[src/rtl/pipe_stage_reg.sv]
// Pipeline stage register: a data payload plus a control bundle behind a valid/ready handshake, with synchronous flush.
// Build option PIPE_STAGE_SKID_EN adds a second (skid) entry so that in_ready comes straight from a flop.
module pipe_stage_reg #(
  parameter int DATA_W = 141,
  parameter int CTRL_W = 7
) (
  input  logic              clock,
  input  logic              reset_n,
  input  logic              in_valid,
  output logic              in_ready,
  input  logic [DATA_W-1:0] in_data,
  input  logic [CTRL_W-1:0] in_ctrl,
  input  logic              flush,
  output logic              out_valid,
  input  logic              out_ready,
  output logic [DATA_W-1:0] out_data,
  output logic [CTRL_W-1:0] out_ctrl,
  output logic [1:0]        occupancy
);

  logic              m_valid_q, m_valid_d;
  logic [DATA_W-1:0] m_data_q,  m_data_d;
  logic [CTRL_W-1:0] m_ctrl_q,  m_ctrl_d;
  logic              accept;
  logic              drain;

  assign accept = in_valid & in_ready;
  assign drain  = m_valid_q & out_ready;

`ifdef PIPE_STAGE_SKID_EN
  logic              s_valid_q, s_valid_d;
  logic [DATA_W-1:0] s_data_q,  s_data_d;
  logic [CTRL_W-1:0] s_ctrl_q,  s_ctrl_d;

  // Ready depends only on the skid flop, so there is no path from out_ready to in_ready.
  assign in_ready  = ~s_valid_q;
  assign occupancy = {1'b0, m_valid_q} + {1'b0, s_valid_q};

  always_comb begin
    m_valid_d = m_valid_q;
    m_data_d  = m_data_q;
    m_ctrl_d  = m_ctrl_q;
    s_valid_d = s_valid_q;
    s_data_d  = s_data_q;
    s_ctrl_d  = s_ctrl_q;
    if (flush) begin
      m_valid_d = 1'b0;
      s_valid_d = 1'b0;
    end else if (s_valid_q) begin
      if (drain) begin
        m_valid_d = 1'b1;
        m_data_d  = s_data_q;
        m_ctrl_d  = s_ctrl_q;
        s_valid_d = accept;
        if (accept) begin
          s_data_d = in_data;
          s_ctrl_d = in_ctrl;
        end
      end
    end else if (accept) begin
      if (m_valid_q && !drain) begin
        // M is stalled downstream, so the new entry parks in S.
        s_valid_d = 1'b1;
        s_data_d  = in_data;
        s_ctrl_d  = in_ctrl;
      end else begin
        m_valid_d = 1'b1;
        m_data_d  = in_data;
        m_ctrl_d  = in_ctrl;
      end
    end else if (drain) begin
      m_valid_d = 1'b0;
    end
  end

  always_ff @(posedge clock or negedge reset_n) begin
    if (!reset_n) begin
      s_valid_q <= 1'b0;
      s_data_q  <= '0;
      s_ctrl_q  <= '0;
    end else begin
      s_valid_q <= s_valid_d;
      s_data_q  <= s_data_d;
      s_ctrl_q  <= s_ctrl_d;
    end
  end
`else
  assign in_ready  = ~m_valid_q | out_ready;
  assign occupancy = {1'b0, m_valid_q};

  always_comb begin
    m_valid_d = m_valid_q;
    m_data_d  = m_data_q;
    m_ctrl_d  = m_ctrl_q;
    if (flush) begin
      m_valid_d = 1'b0;
    end else if (accept) begin
      m_valid_d = 1'b1;
      m_data_d  = in_data;
      m_ctrl_d  = in_ctrl;
    end else if (drain) begin
      m_valid_d = 1'b0;
    end
  end
`endif

  always_ff @(posedge clock or negedge reset_n) begin
    if (!reset_n) begin
      m_valid_q <= 1'b0;
      m_data_q  <= '0;
      m_ctrl_q  <= '0;
    end else begin
      m_valid_q <= m_valid_d;
      m_data_q  <= m_data_d;
      m_ctrl_q  <= m_ctrl_d;
    end
  end

  // Control is forced to zero whenever no valid entry is presented, making a bubble harmless.
  assign out_valid = m_valid_q;
  assign out_data  = m_data_q;
  assign out_ctrl  = m_valid_q ? m_ctrl_q : '0;

endmodule

[config.mk]
export PLATFORM = sky130hd
export DESIGN_NAME = pipe_stage_reg
export DESIGN_NICKNAME = d
export VERILOG_FILES = /design/src/rtl/pipe_stage_reg.sv
export SDC_FILE = /design/constraint.sdc
export NUM_CORES = 1
export LEC_CHECK = 0
export CAP_MARGIN = 20
export CORE_MARGIN = 1.5
export CORE_UTILIZATION = 33
export DETAILED_ROUTE_END_ITERATION = 6
export HOLD_SLACK_MARGIN = 0.1
export PLACE_DENSITY = 0.72
export RECOVER_POWER = 100
export SYNTH_ARGS = -nofsm -noshare
export SYNTH_HDL_FRONTEND = slang
export SYNTH_SLANG_ARGS = --single-unit
[constraint.sdc]
create_clock -name clock -period 1.4 [get_ports clock]
set_input_delay 0.14 -clock clock [delete_from_list [all_inputs] [get_ports clock]]
set_output_delay 0.14 -clock clock [all_outputs]
set_load 0.03 [all_outputs]
# Yosys cells after proc, flatten, opt, wreduce, memory -nomap -nowiden
# Cells that the tools add are included.
[word_totals]
register_bits = 149
latchBits = 0
ramBits = 0
mem_bits_ro = 0
inputBits = 153
out_inout_bits = 152
elab_cells = 14
memories = 0
[classes]
add_sub_neg = 0
n_mul = 0
div = 0
magnitude_cmp = 0
eq_ne = 0
shifts = 0
muxes = 4
bitwise_logic = 5
reduce_logical = 2
[ops]
columns = ["cell", "count"]
rows = [
  ["$mux 7", 1],
  ["$mux 1", 3],
  ["$reduce_bool 3->1", 1],
  ["$and 1x1->1", 2],
  ["$not 1->1", 2],
  ["$reduce_and 2->1", 1],
  ["$or 1x1->1", 1],
]

# Logic depth before layout (Yosys ltp)
# Gate-level depths: netlist of the first run.
[depth]
ltp_word = 5
mapped_depth = 5
depth_no_buf = 3

# Worst setup path after synthesis of the first run
# No wires, ideal clock.
[synth_timing]
path_kind = "register to register"
start = "register m_valid_q (netlist: out_valid)"
end = "register m_data_q[111] (netlist: out_data[111])"
setup_ns = 0.125
t_arrival_ns = 1.602
path_slack_ns = -0.327
stages_incl_launch_ff = 6
cell_sequence = "dfrtp_1 -> nor2b_4 -> nor3b_4 -> buf_4 -> buf_6 -> mux2_2"
[synth_via]
elab_chain_cells = 4
[synth_rtl]
columns = ["element", "line_no", "source"]
rows = [
  ["from (decl)", "21", "logic m_valid_q, m_valid_d;"],
  ["from (signal assigned)", "113", "m_valid_q <= m_valid_d;"],
  ["$not 1->1", "88", "assign in_ready = ~m_valid_q | out_ready;"],
  ["$or 1x1->1", "88", ""],
  ["$and 1x1->1", "27", "assign accept = in_valid & in_ready;"],
  ["$reduce_and 2->1 (no line)", "-", ""],
  ["to (signal assigned)", "114", "m_data_q <= m_data_d;"],
  ["to (decl)", "22", "logic [DATA_W-1:0] m_data_q, m_data_d;"],
]
# Every way passes these cells.
# A chain may end at the register's enable or synchronous reset.

# Worst setup path after layout of the first run
[layout_timing]
start = "register m_valid_q (netlist: out_valid)"
end = "register m_data_q[16] (netlist: out_data[16])"
# Same word-level chain as after synthesis.

==> impl_metrics.toml, run 1 <==
[routing]
ant_nets = 0
avgViaCountPerCell = 4.498
post-route-drc-count = 0
postRouteWirelength_um = 15560
drt_iter0_drc = 80
vias = 3999
wl_per_cell_um = 17.51
firstDrtPassIters = 4

[hold_path]
hp-class = "primary input to flop"
hold_depth = 2

[yosys]
netlist_top_cells_area = "dfrtp_1, mux2_2, buf_6"
synthFlopType = "dfrtp_1"
yosysSeqAreaShare = 0.6581
ys_ff_latch = 149
synth.distinct_cells = 11
synth.most_common_cell = "dfrtp_1"
synth_top_area_cell = "dfrtp_1"
synth_top_area_frac = 0.6581
syn_area_um2 = 5665
netlist_top_cells_count = "dfrtp_1, mux2_2, buf_6"
synth_edf_count = 0
synth_fp_nets = 481
yosysWarningCount = 0
synth_async_sr_flop_share = 1.000
synthCells = 328
synth.avg_cell_area_um2 = 17.27

[sta]
slew_viol_final = 0
worst_pin_slew_ns = 1.027
finClkSkew_ns = 0.008117
fin_crit_sh = 1.157
slew_headroom = 0.3153
finalSetupViolations = 148
fin_crit_ns = 1.620
max_clock_freq_ghz = 0.6173
hold_viol_final = 0
setup_slack_ns = -0.2200
rsz0062_at_grt = "true"

[place]
globalplace.congestion = 0.7439
dp.cells = 852
dp_hpwl_um = 11430
numPortBuffers = 303
dpl_cell_area_um2 = 9030

[floorplan]
boundaryPins = 305
core_area_um2 = 16700
rows = 47
die-height_um = 134.0
start_util = 0.3392
die_width_um = 134.0
dieArea_um2 = 17960

[power_and_ir_drop]
clockPowerShare = 0.308
p_per_area_nw_per_um2 = 1436
seqPwrFrac = 0.388
irDropWorstVdd_uv = 785.6
switchingPower_mw = 4.490
p_comb_frac = 0.304
swShare = 0.3219
p_total_mw = 13.95
internal-power_mw = 9.457
cellLeakagePower_nw = 4.392

[cts]
htreeDepth = 4
cts.reportedPaths.clkPinSlew_ns = 0.06
cts_made_buffers = 17
clk_latency_ns = 0.42
clock_tree.root_cell = "clkbuf_16"
clkSinkCount = 149
clockBufferDepth = 2
cts_tree = "yes"

[worst_setup_path]
cp.arrival_ns = 1.91
crit_path_start_kind = "flop"
cp-end-kind = "flop"
r2r_cells = 5
path_max_fanout = 15
path_class = "flop to flop"
cp.required_ns = 1.69

[final_layout]
area_growth_syn_to_layout_pct = 71.49
final_cell_area_um2 = 9716
antenna_cells = 0
fin_cells = 889
utilization = 0.5817
nets = 809
drive_above_1_share = 0.3199

[outcome]
violations = "setup timing"
outcome = "finished with violations"

[global_route]
grt_usage = 0.1713
grt_max_degree = 42
grt_pass1_vias = 4387
antenna_found_initial = 0
grt_overflow = 0
grt_first_pass_wirelength_um = 23550

[job]
maxCapViolCount = 0
==> path summary, 6_finish.rpt <==
path | start | endpoint | slack, ns
min in group asynchronous | reset_n | out_data[97]$_DFFE_PN0P_ | 0.44
max | out_valid$_DFFE_PN0P_ | out_data[16]$_DFFE_PN0P_ | -0.22
min | in_data[82] | out_data[82]$_DFFE_PN0P_ | 0.33
max reg2reg | out_valid$_DFFE_PN0P_ | out_data[16]$_DFFE_PN0P_ | -0.22
max in group asynchronous | reset_n | out_data[137]$_DFFE_PN0P_ | 0.18
min reg2reg | out_data[29]$_DFFE_PN0P_ | out_data[29]$_DFFE_PN0P_ | 0.50
==> final cells by class <==
class	count	area, µm²
timing repair buffer	327	3181
tap	220	275.3
clock buffer	22	454.2
fill	1367	6985
multi-input combinational	160	1972
clock inverter	10	100.1
sequential	149	3730
inverter	1	3.754
==> logic make-up after synthesis <==
kind of cell  after synthesis  share of synthesized area
flops                     149                     0.6581
simple gates               11                    0.01480
buf+inv                    19                    0.03224
mux                       148                     0.2942
other cells                 1                  0.0006619
==> placed cells by master, fill, tap and decap left out <==
cell type,Yosys,routed
clkinvlp_4,0,4
and2_1,7,7
clkdlybuf4s50_1,0,151
buf_8,0,1
buf_16,0,1
clkinv_2,0,1
nor3b_4,1,1
dfrtp_2,0,1
bufinv_16,0,1
mux2_4,0,58
mux2_2,148,90
buf_12,0,4
dlygate4sd3_1,0,1
clkbuf_16,0,19
buf_6,13,17
dlygate4sd2_1,0,141
clkbuf_1,0,4
inv_2,0,1
clkbuf_2,0,2
dfrtp_1,149,148
clkbuf_8,0,1
nor2_1,2,2
buf_4,3,6
inv_6,0,2
conb_1,1,1
buf_2,2,1
nor2b_4,1,1
clkinv_4,0,2
==> per-layer routing <==
layer / share of wire / track usage / vias to the layer above
li1: - / - / 1802
met1: 0.38 / 0.1862 / 1988
met2: 0.52 / 0.2961 / 180
met3: 0.082 / 0.07105 / 29
met4: 0.025 / 0.06989 / 0
met5: 0 / 0 / -
==> registers in the layout (all words and copies together) (netlist names) <==
signal	flops
out_valid	1
out_data	141
m_ctrl_q	7
==> stage by stage <==
step | hold slack, ns | setup slack, ns | TNS, ns
after CTS | 0.2183 | -0.2376 | -27.62
after floorplan | -0.1556 | -0.2569 | -34.98
after global placement | 0.08825 | -0.3889 | -53.63
after detailed placement | 0.09751 | -0.4153 | -54.93
after global routing | 0.3083 | -0.2723 | -34.42
final | 0.3321 | -0.2200 | -25.12
==> timing repair <==
item,CTS,global route
setup endpoints to repair,298,156
hold buffers,1,0
setup buffers,0,1
gates cloned,0,3
hold endpoints to repair,149,0
gates resized for setup,185,40
==> critical path, stage by stage (launching register included) <==
cell and delay (ns):
dfrtp_2 0.40, nor2b_4 0.14, nor3b_4 0.21, buf_6 0.20, clkbuf_16 0.21, mux2_2 0.34
==> power by group through the flow <==
stage	registers, mW	clock network (mW)	logic [mW]
global route	5.51	4.60	4.45
finish	5.41	4.30	4.24
global placement	5.47	0	4.50
floorplan	6.88	0	0.922
detailed placement	5.51	0	4.56
CTS	5.41	4.39	4.15
No activity file was read; power rests on OpenSTA's default activity.
==> run 2: changes to the inputs <==
--- a/config.mk
+++ b/config.mk
@@ -9,9 +9,11 @@
 export CORE_MARGIN = 1.5
 export CORE_UTILIZATION = 33
 export DETAILED_ROUTE_END_ITERATION = 6
+export DONT_BUFFER_PORTS = 1
+export GPL_ROUTABILITY_DRIVEN = 0
 export HOLD_SLACK_MARGIN = 0.1
-export PLACE_DENSITY = 0.72
 export RECOVER_POWER = 100
+export SETUP_SLACK_MARGIN = 0.02
 export SYNTH_ARGS = -nofsm -noshare
 export SYNTH_HDL_FRONTEND = slang
 export SYNTH_SLANG_ARGS = --single-unit
==> run 2 against run 1 <==
  * The run now fails in clock tree synthesis
  * Area after synthesis is the same
  * Synthesized cell count unchanged
==> impl_metrics.toml, run 2 <==
[outcome]
outcome = "did not finish"
lastStage = "clock tree synthesis"
error = "[ERROR RSZ-0060] Max buffer count reached."

[floorplan]
rows = 47
boundaryPins = 305
die-height_um = 134.0
die_width_um = 134.0
start_util = 0.3392

[place]
dp_hpwl_um = 8336
pre_cts_ws_ns = -0.2914
numPortBuffers = 0
dp.cells = 543

[yosys]
synth_compound_area_frac = 0
yosysSeqAreaShare = 0.6581
synth_top_area_frac = 0.6581
ys_ff_latch = 149
synthXorXnorAreaFrac = 0
netlist_top_cells_area = "dfrtp_1, mux2_2, buf_6"
synth.distinct_cells = 11
yosys.area_share.simple = 0.01480
synth_async_sr_flop_share = 1.000
synthFlopType = "dfrtp_1"
netlist_top_cells_count = "dfrtp_1, mux2_2, buf_6"
synth.most_common_cell = "dfrtp_1"
synth.area.mux_share = 0.2942
synth_edf_count = 0
syn_area_um2 = 5665
synthCells = 328
synth_top_area_cell = "dfrtp_1"
synth_fp_nets = 481
synth_top_family_by_area = "multiplexers"
yosysWarningCount = 0
synth_fa_ha_area_frac = 0
synth.avg_cell_area_um2 = 17.27

[cts]
clockBufferDepth = 2
cts_made_buffers = 17
hold_buffers = 116
postCtsResizedCells = 17
clkSinkCount = 149
cts_setup_buffers = 3
htreeDepth = 4
clock_tree.root_cell = "clkbuf_16"
## run 2: through the flow
stage | hold slack, ns | cell area [µm²]
after floorplan | -0.1556 | 5719
after detailed placement | -0.1522 | 5931
after global placement | -0.1522 | 5931
## run 2: cells by family after synthesis
| family | count (synthesis) |
|---|---|
| DFF | 149 |
| muxes | 148 |
| buffers and inverters | 19 |
| and+or+nand+nor | 11 |
| other | 1 |
==> run 3: changes to the inputs <==
--- a/config.mk
+++ b/config.mk
@@ -7,13 +7,12 @@
 export LEC_CHECK = 0
 export CAP_MARGIN = 20
 export CORE_MARGIN = 1.5
-export CORE_UTILIZATION = 33
+export CORE_UTILIZATION = 20
 export DETAILED_ROUTE_END_ITERATION = 6
 export DONT_BUFFER_PORTS = 1
 export GPL_ROUTABILITY_DRIVEN = 0
-export HOLD_SLACK_MARGIN = 0.1
+export PLACE_DENSITY_LB_ADDON = 0.15
 export RECOVER_POWER = 100
-export SETUP_SLACK_MARGIN = 0.02
 export SYNTH_ARGS = -nofsm -noshare
 export SYNTH_HDL_FRONTEND = slang
 export SYNTH_SLANG_ARGS = --single-unit
==> constraint.sdc (replaced) <==
create_clock -name clock -period 1.82 [get_ports clock]
set_input_delay 0.182 -clock clock [delete_from_list [all_inputs] [get_ports clock]]
set_output_delay 0.182 -clock clock [all_outputs]
set_load 0.03 [all_outputs]
==> run 3 against run 2 <==
  * The flow again stops in clock tree synthesis
  * Synthesized cell count unchanged
  * Area after synthesis unchanged
==> impl_metrics.toml, run 3 <==
[outcome]
outcome = "did not finish"
lastStage = "clock tree synthesis"
error = "[ERROR RSZ-0060] Max buffer count reached."

[yosys]
yosysWarningCount = 0
synth.most_common_cell = "dfrtp_1"
synth.distinct_cells = 11
synth_top_area_cell = "dfrtp_1"
synthCells = 328
synth.avg_cell_area_um2 = 17.27
netlist_top_cells_area = "dfrtp_1, mux2_2, buf_6"
ys_ff_latch = 149
yosysSeqAreaShare = 0.6581
netlist_top_cells_count = "dfrtp_1, mux2_2, buf_6"
synth_async_sr_flop_share = 1.000
synthFlopType = "dfrtp_1"
syn_area_um2 = 5665
synth_top_area_frac = 0.6581
synth_fp_nets = 481
synth_edf_count = 0

[cts]
clkSinkCount = 149
htreeDepth = 4
cts_setup_buffers = 0
clock_tree.root_cell = "clkbuf_16"
hold_buffers = 146
postCtsResizedCells = 0
cts_made_buffers = 17
clockBufferDepth = 2

[place]
dpl_cell_area_um2 = 6057
numPortBuffers = 0
dp_hpwl_um = 8793

[floorplan]
boundaryPins = 305
rows = 61
die_width_um = 171.3
start_util = 0.2034
die-height_um = 171.3
## run 3: cell counts after synthesis
No cell type changed its count.
## run 3: cells by family after synthesis
| logic type | Yosys count | share of synthesized area |
|---|---|---|
| buffers and inverters | 19 | 0.03224 |
| DFF | 149 | 0.6581 |
| muxes | 148 | 0.2942 |
| other | 1 | 0.0006619 |
| and+or+nand+nor | 11 | 0.01480 |
## run 3: metrics by stage
stage / utilization / hold slack [ns] / worst slack [ns] / cells
after detailed placement: 0.2174 / -0.1091 / 0.1460 / 696
after global placement: 0.2174 / -0.1103 / 0.1803 / 696
after floorplan: - / -0.1136 / 0.09270 / 328
